===== src/rtl/regfile_writeback_arbiter_pkg.sv =====
// Shared register-file definitions for the writeback arbiter: default widths,
// the hard-wired zero register index and the width of a queued {rd,data} entry.
package regfile_writeback_arbiter_pkg;

  localparam int DATA_W_DEF = 32;
  localparam int ADDR_W_DEF = 5;
  localparam int REG_ZERO   = 0;

  function automatic int entry_width(input int addr_w, input int data_w);
    return addr_w + data_w;
  endfunction

endpackage


===== src/rtl/regfile_writeback_arbiter_wb_fifo.sv =====
// wb_fifo: synchronous DEPTH-entry queue of packed {rd,data} long results.
// With WB_BYPASS_EN defined the storage array and read pointer are exported for the bypass search.
module wb_fifo #(
  parameter int DEPTH   = 4,
  parameter int ENTRY_W = 37
) (
  input  logic                           clock,
  input  logic                           reset,
  input  logic                           push,
  input  logic                           pop,
  input  logic [ENTRY_W-1:0]             push_entry,
  output logic                           full,
  output logic                           empty,
  output logic [$clog2(DEPTH+1)-1:0]     count,
  output logic [ENTRY_W-1:0]             head
`ifdef WB_BYPASS_EN
  ,
  output logic [DEPTH-1:0][ENTRY_W-1:0]  entries,
  output logic [$clog2(DEPTH)-1:0]       rd_ptr
`endif
);

  localparam int CNT_W = $clog2(DEPTH + 1);
  localparam int PTR_W = $clog2(DEPTH);

  logic [DEPTH-1:0][ENTRY_W-1:0] r_mem;
  logic [PTR_W-1:0]              r_wr_ptr;
  logic [PTR_W-1:0]              r_rd_ptr;
  logic [CNT_W-1:0]              r_count;

  // Pointers wrap naturally because DEPTH is a power of two.
  always_ff @(posedge clock) begin
    if (reset) begin
      r_wr_ptr <= '0;
      r_rd_ptr <= '0;
      r_count  <= '0;
    end else begin
      if (push) begin
        r_mem[r_wr_ptr] <= push_entry;
        r_wr_ptr        <= r_wr_ptr + PTR_W'(1);
      end
      if (pop) begin
        r_rd_ptr <= r_rd_ptr + PTR_W'(1);
      end
      r_count <= r_count + CNT_W'(push) - CNT_W'(pop);
    end
  end

  assign full  = (r_count == CNT_W'(DEPTH));
  assign empty = (r_count == '0);
  assign count = r_count;
  assign head  = r_mem[r_rd_ptr];

`ifdef WB_BYPASS_EN
  assign entries = r_mem;
  assign rd_ptr  = r_rd_ptr;
`endif

endmodule


===== src/rtl/regfile_writeback_arbiter.sv =====
// Register-file write port arbiter: ALU results win every slot, long results queue and drain in free slots.
// Optional WB_BYPASS_EN adds a combinational forwarding search (byp_rs/byp_hit/byp_data).
module regfile_writeback_arbiter
  import regfile_writeback_arbiter_pkg::*;
#(
  parameter int DATA_W = DATA_W_DEF,
  parameter int ADDR_W = ADDR_W_DEF,
  parameter int DEPTH  = 4
) (
  input  logic                          clock,
  input  logic                          reset,
  input  logic                          alu_valid,
  input  logic [ADDR_W-1:0]             alu_rd,
  input  logic [DATA_W-1:0]             alu_data,
  input  logic                          lng_valid,
  output logic                          lng_ready,
  input  logic [ADDR_W-1:0]             lng_rd,
  input  logic [DATA_W-1:0]             lng_data,
  output logic                          wr,
  output logic [ADDR_W-1:0]             controle,
  output logic [DATA_W-1:0]             entrada,
  output logic                          pending,
  output logic [$clog2(DEPTH+1)-1:0]    count
`ifdef WB_BYPASS_EN
  ,
  input  logic [ADDR_W-1:0]             byp_rs,
  output logic                          byp_hit,
  output logic [DATA_W-1:0]             byp_data
`endif
);

  localparam int ENTRY_W = entry_width(ADDR_W, DATA_W);
  localparam int CNT_W   = $clog2(DEPTH + 1);
  localparam int PTR_W   = $clog2(DEPTH);

  logic               w_alu_take;
  logic               w_push;
  logic               w_pop;
  logic               w_full;
  logic               w_empty;
  logic [CNT_W-1:0]   w_count;
  logic [ENTRY_W-1:0] w_head;

  logic               r_wr;
  logic [ADDR_W-1:0]  r_controle;
  logic [DATA_W-1:0]  r_entrada;

`ifdef WB_BYPASS_EN
  logic [DEPTH-1:0][ENTRY_W-1:0] w_entries;
  logic [PTR_W-1:0]              w_rd_ptr;
`endif

  assign w_alu_take = alu_valid && (alu_rd != ADDR_W'(REG_ZERO));
  assign w_pop      = !w_alu_take && !w_empty;
  // A zero-destination long result completes the handshake but never enters the queue.
  assign lng_ready  = !reset && !w_full;
  assign w_push     = lng_valid && lng_ready && (lng_rd != ADDR_W'(REG_ZERO));

  wb_fifo #(
    .DEPTH   (DEPTH),
    .ENTRY_W (ENTRY_W)
  ) u_wb_fifo (
    .clock      (clock),
    .reset      (reset),
    .push       (w_push),
    .pop        (w_pop),
    .push_entry ({lng_rd, lng_data}),
    .full       (w_full),
    .empty      (w_empty),
    .count      (w_count),
    .head       (w_head)
`ifdef WB_BYPASS_EN
    ,
    .entries    (w_entries),
    .rd_ptr     (w_rd_ptr)
`endif
  );

  always_ff @(posedge clock) begin
    if (reset) begin
      r_wr       <= 1'b0;
      r_controle <= '0;
      r_entrada  <= '0;
    end else if (w_alu_take) begin
      r_wr       <= 1'b1;
      r_controle <= alu_rd;
      r_entrada  <= alu_data;
    end else if (w_pop) begin
      r_wr       <= 1'b1;
      r_controle <= w_head[ENTRY_W-1 -: ADDR_W];
      r_entrada  <= w_head[DATA_W-1:0];
    end else begin
      r_wr <= 1'b0;
    end
  end

  assign wr       = r_wr;
  assign controle = r_controle;
  assign entrada  = r_entrada;
  assign pending  = (w_count != '0);
  assign count    = w_count;

`ifdef WB_BYPASS_EN
  logic               w_fifo_hit;
  logic [DATA_W-1:0]  w_fifo_data;
  logic [PTR_W-1:0]   w_idx;

  // Walk oldest to newest so the newest matching entry is the one left standing.
  always_comb begin
    w_fifo_hit  = 1'b0;
    w_fifo_data = '0;
    w_idx       = '0;
    for (int i = 0; i < DEPTH; i++) begin
      w_idx = w_rd_ptr + PTR_W'(i);
      if ((CNT_W'(i) < w_count) && (w_entries[w_idx][ENTRY_W-1 -: ADDR_W] == byp_rs)) begin
        w_fifo_hit  = 1'b1;
        w_fifo_data = w_entries[w_idx][DATA_W-1:0];
      end
    end
  end

  assign byp_hit  = (byp_rs != ADDR_W'(REG_ZERO)) &&
                    (w_fifo_hit || (r_wr && (r_controle == byp_rs)));
  assign byp_data = !byp_hit   ? '0 :
                    w_fifo_hit ? w_fifo_data : r_entrada;
`endif

endmodule

===== config.mk =====
export PLATFORM = sky130hd
export DESIGN_NAME = regfile_writeback_arbiter
export DESIGN_NICKNAME = d
export VERILOG_FILES = /design/src/rtl/regfile_writeback_arbiter_pkg.sv /design/src/rtl/regfile_writeback_arbiter_wb_fifo.sv /design/src/rtl/regfile_writeback_arbiter.sv
export SDC_FILE = /design/constraint.sdc
export NUM_CORES = 1
export LEC_CHECK = 0
export CORE_ASPECT_RATIO = 0.5
export CORE_MARGIN = 4
export CORE_UTILIZATION = 53
export CTS_CLUSTER_DIAMETER = 40
export DETAILED_ROUTE_END_ITERATION = 8
export GPL_TIMING_DRIVEN = 0
export PLACE_DENSITY = 0.82
export SKIP_LAST_GASP = 1
export SLEW_MARGIN = 30
export SYNTH_ARGS = -nofsm -noshare
export SYNTH_HDL_FRONTEND = slang
export SYNTH_SLANG_ARGS = --single-unit

===== constraint.sdc =====
create_clock -name clock -period 3.72 [get_ports clock]
set_input_delay 0.558 -clock clock [delete_from_list [all_inputs] [get_ports clock]]
set_output_delay 0.558 -clock clock [all_outputs]
set_load 0.02 [all_outputs]

# Word-level counts from Yosys, hierarchy flattened
# Index checks and enable logic that the tools add are counted.
classes:
  n_mux: 11
  bitwise: 1
  add_sub_neg: 4
  n_eq_ne: 1
  n_lt_le_gt_ge: 3
  n_reduce_logical: 16
op_table:
  columns: ["operator", "n"]
  rows:
  - ["148-bit bitwise mux", 1]
  - ["37-bit binary-select mux with 2-bit select", 1]
  - ["37-bit demux with 2-bit select", 1]
  - ["37-bit two-way mux", 2]
  - ["32-bit two-way mux", 2]
  - ["5-bit two-way mux", 2]
  - ["5-bit nonzero test", 2]
  - ["1-bit logical AND", 6]
  - ["2-bit by 3-bit less-than comparator with 1-bit output, second input constant", 2]
  - ["2-bit by 1-bit adder with 2-bit output, second input constant", 2]
  - ["1-bit zero test", 4]
  - ["3-bit by 1-bit adder with 3-bit output", 1]
  - ["3-bit == test, second input constant", 1]
  - ["3-bit zero test", 1]
  - ["3-bit nonzero test", 1]
  - ["3-bit by 1-bit subtractor with 3-bit output", 1]
  - ["2-bit by 1-bit greater-or-equal comparator with 1-bit output, second input constant", 1]
  - ["1-bit two-way mux", 2]
  - ["2-bit AND reduction", 1]
  - ["2-bit nonzero test", 1]
  - ["1-bit inverter", 1]
totals:
  output_inout_bits: 43
  in_bits: 78
  ff_bits: 193
  elab_cells: 46

# Depth between registers and ports, before layout
depth:
  word_depth: 7
  ltp_mapped: 12
  ltp_nobuf: 11

# Cells and area by module
# Synthesis repeated with hierarchy kept, for this count alone.
unflattened:
  hier_cells: 419
  area_unflattened_um2: 7761.2
modules_own_cells:
  columns: ["mod", "instances", "cells_each", "seq_area_each_um2", "area_per_inst_um2"]
  rows:
  - ["wb_fifo", 1, 234, 4584.4, 5794.3]
  - ["regfile_writeback_arbiter", 1, 185, 760.7, 1966.9]

# Worst setup path before layout
# Ideal clock, no wire load.
synth_path:
  path_kind: "input to register"
  startpoint: "in alu_rd[1]"
  endpoint: "reg u_wb_fifo.r_count[2], in the netlist u_wb_fifo.count[2]"
  cell_stages: 12
  path_buffers: 2
  setup_slack_ps: 895
  arrival_time_ps: 2697
  required_ps: 3592
  setup_time_ps: 128
  path_cell_list: "or4_4 -> o21a_1 -> buf_2 -> buf_6 -> nor2_1 -> ha_1 -> inv_1 -> ha_1 -> fa_1 -> xnor2_1 -> xnor2_1 -> nor2_1"
synth_via:
  elab_chain_len: 5
synth_lines:
  columns: ["item", "line", "source"]
  rows:
  - ["start: declaration", "regfile_writeback_arbiter.sv:13", "input logic [ADDR_W-1:0] alu_rd,"]
  - ["5-bit nonzero test", "regfile_writeback_arbiter.sv:53", "assign w_alu_take = alu_valid && (alu_rd != ADDR_W'(REG_ZERO));"]
  - ["1-bit logical AND", "regfile_writeback_arbiter.sv:53", null]
  - ["1-bit zero test", "regfile_writeback_arbiter.sv:54", "assign w_pop = !w_alu_take && !w_empty;"]
  - ["1-bit logical AND", "regfile_writeback_arbiter.sv:54", null]
  - ["net u_wb_fifo.pop", "regfile_writeback_arbiter_wb_fifo.sv:10", "input logic pop,"]
  - ["3-bit by 1-bit subtractor with 3-bit output", "regfile_writeback_arbiter_wb_fifo.sv:45", "r_count <= r_count + CNT_W'(push) - CNT_W'(pop);"]
  - ["end signal: assignment", "regfile_writeback_arbiter_wb_fifo.sv:45", null]
  - ["end: declaration", "regfile_writeback_arbiter_wb_fifo.sv:29", "logic [CNT_W-1:0] r_count;"]
# The timed path passes the listed nets, and every way through them passes these cells.
# A chain may end at the register's enable or synchronous reset.

# Final worst setup path
layout_path:
  startpoint: "reg u_wb_fifo.r_count[1], in the netlist u_wb_fifo.count[1]"
  endpoint: "out pending"
layout_via:
  elab_chain_len: 1
layout_lines:
  columns: ["item", "line", "source"]
  rows:
  - ["3-bit nonzero test", "regfile_writeback_arbiter.sv:100", "assign pending = (w_count != '0);"]
  - ["end: declaration", "regfile_writeback_arbiter.sv:22", "output logic pending,"]
# Every way passes these cells.

==> results_dict.tcl <==
set metrics [dict create \
    wl_mm 16.6 \
    grt_usage_pct 21.4 \
    antenna_found_initial 0 \
    cts_buffer_depth 2 \
    io_pins 121 \
    first_iter_violations 354 \
    synthTopCellsByArea "edfxtp_1 60%, dfxtp_1 12%, mux4_2 11%, a211oi_1 3.6%, a21oi_1 2.6%" \
    ant_nets 0 \
    cts_hold_buffers 0 \
    ys_warn_count 0 \
    post_cts_buffers 0 \
    first_pass_iters 5 \
    drive_gt1_share_pct 15.7 \
    power.density_nw_per_um2 621 \
    holdPathEnd "u_wb_fifo.r_wr_ptr[0]" \
    hold_viol_final 0 \
    slowest_stage "clkdlybuf4s50_1" \
    fp.coreArea_um2 13600 \
    cp-end-kind "output port" \
    required_ps 3160 \
    crit_arrival_ps 2760 \
    whs_path_depth 2 \
    clock_latency_ps 430 \
    routed.top_layer "met4" \
    min_from "u_wb_fifo.r_wr_ptr[0]" \
    setup_tns_ps 0 \
    root_buffer "clkbuf_16" \
    routed-wl-met2_mm 8.46 \
    post-synth-top-area-cell "edfxtp_1" \
    fin_crit_sh_pct 89.3 \
    cp_top_family "buffers and inverters" \
    crit_type "flop to output port" \
    dieArea_um2 16100 \
    ys_types 33 \
    cts-resized-gates 0 \
    rsz0062_at_grt "no" \
    start_util_pct 54.4 \
    nets 677 \
    pre_cts_slack_ps 68.6 \
    hpwl_mm 10.5 \
    setup_ws_ps 398 \
    post_drt_wl_per_cell_um 20.8 \
    netlist.area_leader.share_pct 60.0 \
    crit_buf_inv 4 \
    cts_inserted_buffers 17 \
    final.setup_skew_ps 8.25 \
    finalWeightedCongestion 0.801 \
    timing.fmax_ghz 0.301 \
    htreeDepth 4 \
    stdcell_area_um2 9470 \
    cap_viol_max_count 0 \
    die_x_um 175 \
    placed_area_um2 8890 \
    wl_met3_mm 1.23 \
    setup_viol 0 \
    r2r_cells 11 \
    syn_to_final_growth_pct 27.8 \
    grt_pass1_wl_mm 26.1 \
    num_vias 4534 \
    syn_inst 452 \
    holdWs_ps 543 \
    finalMaxSlewViolations 0 \
    fillers 869 \
    ys_ff_latch 193 \
    cp_slowest_stage_delay_ps 700 \
    worstMarginPinSlew_ps 703 \
    startpoint_type "flop" \
    period_needed_ps 3320 \
    grt_pass1_vias 4760 \
    stdcell_count 797 \
    row_count 30 \
    n_antenna_cell 0 \
    status "complete, no violations" \
    cp_common_cell "clkbuf_1" \
    r2r-start "u_wb_fifo.count[1]" \
    cp_max_fo 10 \
    fp.dieH_um 91.6 \
    avgViaCountPerCell 5.69 \
    min_path_type "flop to flop" \
    drc 0 \
    cts_tree "built" \
    cts_sinks 193 \
    syn_area_um2 7410 \
    path_cells "nor3_2, inv_1, clkbuf_1, clkbuf_1, clkdlybuf4s50_1" \
    leakage_nw 3.16 \
    slew_headroom_pct 52.9 \
    synth.avg_cell_area_um2 16.4 \
    dp.cells 765 \
    ff2ff_setup_slack_ps 700 \
    path_clk_slew_ps 70 \
    routedLengthMet1_mm 6.52 \
    yosysSeqAreaShare_pct 72.1 \
    grt_overflow 0 \
    numPortBuffers 120 \
    irDropWorstVdd_mv 0.409 \
    grt_max_degree 38 \
    syn_nets 537 \
    r2r-end "u_wb_fifo.count[2]" \
]
-- layout by cell type (no fill, tap or decap), types with 2 or more instances in the layout --
cell and instances:
edfxtp_1 148, clkbuf_16 17, ha_1 6, buf_6 3, a211oi_1 36, inv_1 9, nor2b_1 2, buf_4 4
clkinvlp_4 2, a22oi_1 2, inv_8 2, mux2_2 2, clkinv_4 3, mux4_2 37, clkdlybuf4s50_1 120, nor2_1 40
inv_6 6, xnor2_1 2, nand2_1 35, a21oi_1 38, dfxtp_1 45, and3_4 3, buf_1 2, buf_2 9
clkbuf_1 12, o21ai_0 2, nand3_1 3
-- logic make-up after synthesis --
kind of cell             count (synthesis)  synth area share (%)
flip-flops                             193                  72.1
AND/OR/NAND/NOR                         91                  5.18
AO/OA/AOI/OAI                           82                  7.04
multiplexers                            39                  11.5
buffers and inverters                   38                  2.58
adder cells (fa/ha/maj)                  7                  1.28
XOR/XNOR                                 2                 0.236
-- power by group --
group          switching [mW]  total [mW]  internal (mW)  leakage, nW
clock network           0.842        1.79          0.949        0.277
logic                   0.812        1.47          0.661         1.16
registers              0.0916        2.61           2.52         1.72
total                    1.75        5.88           4.13         3.16
-- through the flow --
| step | power, mW | utilization (%) |
|---|---|---|
| 6_report | 5.88 | 69.5 |
| 5_1_grt | 6.11 | 69.5 |
| 4_1_cts | 5.89 | 69.5 |
| 3_5_place_dp | 4.11 | 65.2 |
| 3_3_place_gp | 4.07 | 65.0 |
| 2_1_floorplan | 3.54 | - |
-- how the worst max path moves through the flow --
stage                               end               start  depth (start not counted)
global placement    u_wb_fifo.r_mem[19]           lng_rd[0]                          4
detailed placement   u_wb_fifo.count[2]           lng_rd[0]                         12
finish                          pending  u_wb_fifo.count[1]                          5
global route                    pending  u_wb_fifo.count[1]                          5
CTS                             pending  u_wb_fifo.count[1]                          5
floorplan            u_wb_fifo.count[2]           alu_rd[1]                         12
-- routing by layer --
metal	up-vias	global-route usage, %
li1	2030	-
met1	2284	27.2
met2	193	36.3
met3	27	5.19
met4	0	8.10
met5	-	0
-- worst reg2reg max path: stages, from the launching register on --
cell and delay, ps:
dfxtp_1 370, nor3_2 490, buf_2 350, buf_2 280, nor2_1 100, ha_1 290
inv_1 40, ha_1 190, fa_1 390, xnor2_1 200, xnor2_1 140, nor2_1 60
-- cells in the mapped netlist (all sizes together) --
cell type	instances
clkbuf	11
fa	1
inv	9
dfxtp	45
nand3	3
o31ai	2
o21ai	3
nand2b	1
nor3b	1
a22oi	2
nor2	40
nor2b	2
ha	6
or4	2
nor4	1
and3	4
mux4	37
mux2	2
buf	18
xnor2	2
nand2	35
a211oi	36
a21oi	38
nor3	1
edfxtp	148
o21a	1
and2	1
-- state kept, by name (all words and copies together), names as in the netlist --
name / count
u_wb_fifo.r_rd_ptr: 2
u_wb_fifo.r_mem: 148
u_wb_fifo.r_wr_ptr: 2
wr: 1
controle: 5
entrada: 32
u_wb_fifo.count: 3
-- area by class of cell --
type | count | area [µm²] | share of cell area [%]
Buffer | 29 | 158 | 1.66
Clock buffer | 18 | 429 | 4.53
Clock inverter | 14 | 146 | 1.55
Inverter | 9 | 33.8 | 0.357
Multi-Input combinational cell | 221 | 1900 | 20.0
Sequential cell | 193 | 5350 | 56.4
Tap cell | 192 | 240 | 2.54
Timing Repair Buffer | 121 | 1220 | 12.9
Note: power is estimated with default switching activity, not from simulation.
==> RTL change 1, RTL diff (config.mk and constraints unchanged) <==
Add a define of `WB_BYPASS_EN`.
--- a/src/rtl/regfile_writeback_arbiter_wb_fifo.sv
+++ b/src/rtl/regfile_writeback_arbiter_wb_fifo.sv
@@ -1,5 +1,7 @@
 // wb_fifo: synchronous DEPTH-entry queue of packed {rd,data} long results.
 // With WB_BYPASS_EN defined the storage array and read pointer are exported for the bypass search.
+`define WB_BYPASS_EN
+
 module wb_fifo #(
   parameter int DEPTH   = 4,
   parameter int ENTRY_W = 37
Ports: changed (added byp_data, byp_hit and byp_rs); port bits go from 121 to 159. The function was not compared with the original's and may differ.
==> RTL change 1 against the unedited design <==
- the run now ends with DRC, setup timing left
- total power grew 40%
- clock skew grew 0.00090 ns
- setup slack lost 0.75 ns
- area after synthesis grew 49%
- design area grew 51%
- non-clock buffer count grew 125
- critical path depth grew 4
- highest routed layer unchanged
- first-iteration DRC count grew to 5.7 times the old value
- synthesized cell count grew 140%
- sequential cell count is the same
- routed wire length grew to 2.5 times the old value
- clock power shrank 5%
==> RTL change 1: results (changes against the unedited design) <==
yosysUniqueCellTypes: 47  # +42%
drt-vias-per-instance: 6.974  # +23%
drc: 35  # +35
synthMuxAreaShare_pct: 16.25  # +4.7 points
hpwl_um: 27180  # +160%
synthAdderAreaFrac_pct: 1.085  # -0.20 points
grt_pass1_vias: 10491  # +120%
peakVddDrop_v: 0.0003929  # -4.0%
critPathMaxStageDelay_ns: 0.44  # -0.26 ns
grt_first_pass_wirelength_um: 60660  # +130%
insertion_delay_ns: 0.45  # +0.02 ns
setup_ws_ns: -0.3528  # -0.7510 ns
drt-wirelength-per-cell_um: 26.85  # +29%
setup_viol: 33  # +33
r2r_end: "controle[2]"
post_dp_cell_area_mm2: 0.01301  # +46%
failed_checks: "DRC, setup timing"
first_iter_violations: 2014  # +470%
seq_area_frac_synth_pct: 48.29  # -24 points
startpoint: "u_wb_fifo.rd_ptr[1]"
synth_compound_area_share_pct: 14.15  # +7.1 points
post-place-ws_ns: -1.251  # -1.319 ns
status: "finished, violations left"
drtPass1Iterations: 9  # +4
fillCellCount: 1392  # +60%
crit_path_top_delay_cell: "dfxtp_2"
grt_usage_pct: 34.50  # +13 points
p_leak_nw: 4.719  # +50%
RTL change 1: worst min path at each step:
stage,from,end,slack [ns]
2_1_floorplan,u_wb_fifo.r_wr_ptr[1],u_wb_fifo.r_wr_ptr[1],0.51
3_3_place_gp,entrada[5],entrada[5],0.49
3_5_place_dp,entrada[27],entrada[27],0.50
4_1_cts,entrada[5],entrada[5],0.52
5_1_grt,entrada[26],entrada[26],0.53
6_report,entrada[5],entrada[5],0.51
RTL change 1: cell families (layout without fill, tap and decap cells):
logic type	Yosys count	count (layout)
fa+ha+maj	9	9
flops	193	193
xor+xnor	30	30
mux	152	152
compound gates	227	227
buf+inv	104	319
simple gates	355	355
RTL change 1: stage by stage:
stage	util, %	TNS (ns)	cells	power (mW)
2_1_floorplan	-	0	1070	4.796
3_3_place_gp	62.92	-43.51	1495	5.880
3_5_place_dp	63.29	-36.15	1498	5.975
4_1_cts	68.63	-6.992	1553	7.956
5_1_grt	69.49	-9.987	1558	8.475
6_report	69.49	-8.859	1558	8.256
RTL change 1: final cells by class:
class	instances	share of cell area, %
inverters	12	0.3153
repair buffers	185	13.46
plain buffers	90	4.047
multi-input cells	773	38.76
clock inverters	8	0.4205
flip-flops and latches	193	37.44
well taps	273	2.391
clock buffers	24	3.162
RTL change 1: critical path, delay by kind of cell, from the launching register on:
kind            cells  cell delay, ns
buf+inv             6            2.00
compound gates      2            0.50
flops               1            0.44
simple gates        1            0.11
RTL change 1: metal layers:
layer	vias up	routed length, µm	GRT usage [%]
met5	-	0	0
met4	0	2128	16.40
met3	251	6818	12.86
met2	1119	17980	52.30
met1	5088	14900	44.35
li1	4408	-	-
RTL change 1: power groups by stage:
stage                     clock network [mW]  logic, mW  registers [mW]
final                                   1.70       3.90            2.66
after global routing                    1.77       4.03            2.67
after CTS                               1.67       3.64            2.65
after detailed placement                   0       3.29            2.69
after global placement                     0       3.19            2.69
after floorplan                            0       2.04            2.76
RTL change 1: repair_timing:
action | 4_1_cts | 5_1_grt
hold endpoints to repair | 0 | 0
gates cloned | 4 | 0
resized for setup | 292 | 39
pin swaps | 38 | 23
setup endpoints to repair | 33 | 33
buffers inserted | 21 | 6
==> RTL change 2, RTL diff (same settings) <==
Without the edit above. Register the output `count`, cleared by the reset; this adds one clock of latency there. The other outputs are not delayed to match.
--- a/src/rtl/regfile_writeback_arbiter.sv
+++ b/src/rtl/regfile_writeback_arbiter.sv
@@ -32,6 +32,8 @@
   localparam int ENTRY_W = entry_width(ADDR_W, DATA_W);
   localparam int CNT_W   = $clog2(DEPTH + 1);
   localparam int PTR_W   = $clog2(DEPTH);
+
+  logic [$clog2(DEPTH+1)-1:0] count_d;
 
   logic               w_alu_take;
   logic               w_push;
@@ -98,7 +100,7 @@
   assign controle = r_controle;
   assign entrada  = r_entrada;
   assign pending  = (w_count != '0);
-  assign count    = w_count;
+  assign count_d  = w_count;
 
 `ifdef WB_BYPASS_EN
   logic               w_fifo_hit;
@@ -125,4 +127,12 @@
                     w_fifo_hit ? w_fifo_data : r_entrada;
 `endif
 
+  always_ff @(posedge clock) begin
+    if (reset) begin
+      count <= '0;
+    end else begin
+      count <= count_d;
+    end
+  end
+
 endmodule
Check against the original RTL: not equivalent (Yosys sat finds a counterexample within 4 cycles, from zero or initial values and one cycle with reset high).
==> RTL change 2 against the unedited design <==
- critical path depth unchanged
- largest power group unchanged
- cell count up 0.63%
- largest cell class unchanged
- highest routed layer unchanged
- maximum frequency down 5.5%
- count of clock-buffer cells in the layout up 1
- design area up 0.45%
- setup slack worse by 0.19 ns
- sequential share of layout area up 0.38 points
- total power down 0.53%
- first-iteration DRC count up 5.4%
- sequential cell count up 3
- routed wire length up 1.8%
- sequential power up 2%
- global-route usage up 0.28 points
- area after synthesis up 1.0%
==> RTL change 2: results (changes against the unedited design) <==
critPathMaxStageDelay_ns: 0.80  # +0.10 ns
fillCellCount: 862  # -0.81%
seq_area_frac_synth_pct: 72.18  # about the same
synth_nets: 543  # +1.1%
post-place-ws_ns: 0.1101  # +0.04156 ns
num_vias: 4522  # -0.26%
grt_usage_pct: 21.71  # +0.28 points
status: "finished clean"
grt_pass1_vias: 4772  # +0.25%
rrSetupSlack_ns: 0.46  # -0.24 ns
first_iter_violations: 373  # +5.4%
holdWs_ns: 0.5122  # -0.03042 ns
drt-vias-per-instance: 5.638  # -0.89%
fin_nets: 682  # +0.74%
hpwl_um: 10800  # +3.0%
syn_inst: 458  # +1.3%
post_dp_cell_area_mm2: 0.008950  # +0.69%
period_share_pct: 94.52  # +5.2 points
synth_common_cells: "edfxtp_1 (148), dfxtp_1 (48), nor2_1 (41), a21oi_1 (38), mux4_2 (37)"
wirelength_um: 16900  # +1.8%
placedCellCount: 770  # +0.65%
place_congestion: 0.7614  # -5.0%
crit_path_top_delay_cell: "nor3_1"
cp.arrival_ns: 2.96  # +0.20 ns
drive_gt1_share_pct: 15.41  # -0.29 points
-- RTL change 2: cell families (layout without fill, tap and decap cells) --
logic type / count (synthesis) / count (layout) / share of synthesized area [%]
xor+xnor: 2 / 2 / 0.2340
simple gates: 94 / 94 / 5.347
flops: 196 / 196 / 72.18
fa+ha+maj: 7 / 7 / 1.270
compound gates: 82 / 82 / 6.967
buf+inv: 38 / 190 / 2.573
mux: 39 / 39 / 11.43
-- RTL change 2: worst max-delay path, delay by kind of cell (launching register included) --
kind | cells | cell delay [ns]
buffers and inverters | 4 | 1.38
and+or+nand+nor | 1 | 0.80
DFF | 1 | 0.34
-- RTL change 2: per-layer routing --
metal	part of all wire (%)	global-route usage, %	routed length [µm]
met4	2.2	8.301	374
met3	7.0	4.901	1189
met1	39	27.82	6673
met5	0	0	0
met2	51	36.57	8664
-- RTL change 2: worst paths after layout --
kind                       from                 end  cells past startpoint
min reg2reg  u_wb_fifo.count[2]            count[2]                      1
max          u_wb_fifo.count[0]             pending                      5
min          u_wb_fifo.count[2]            count[2]                      1
max reg2reg  u_wb_fifo.count[0]  u_wb_fifo.count[2]                     11
-- RTL change 2: final cells by class --
cell class	instances	area, µm²	share of cell area [%]
clock inverter	13	118.9	1.250
timing repair buffer	120	1201	12.63
multi-input combinational	224	1911	20.09
clock buffer	19	442.9	4.657
tap	192	240.2	2.526
inverter	9	33.78	0.3552
buffer	29	158.9	1.671
sequential	196	5405	56.83
-- RTL change 2: through the flow --
step / setup TNS (ns) / utilization [%]
finish: 0 / 69.42
CTS: 0 / 69.42
global placement: -27.28 / 65.18
detailed placement: 0 / 65.32
floorplan: 0 / -
global route: 0 / 69.42
-- RTL change 2: power by group --
group          switching [mW]  internal [mW]
Clock                   0.840          0.899
Combinational           0.799          0.656
Sequential             0.0912           2.56
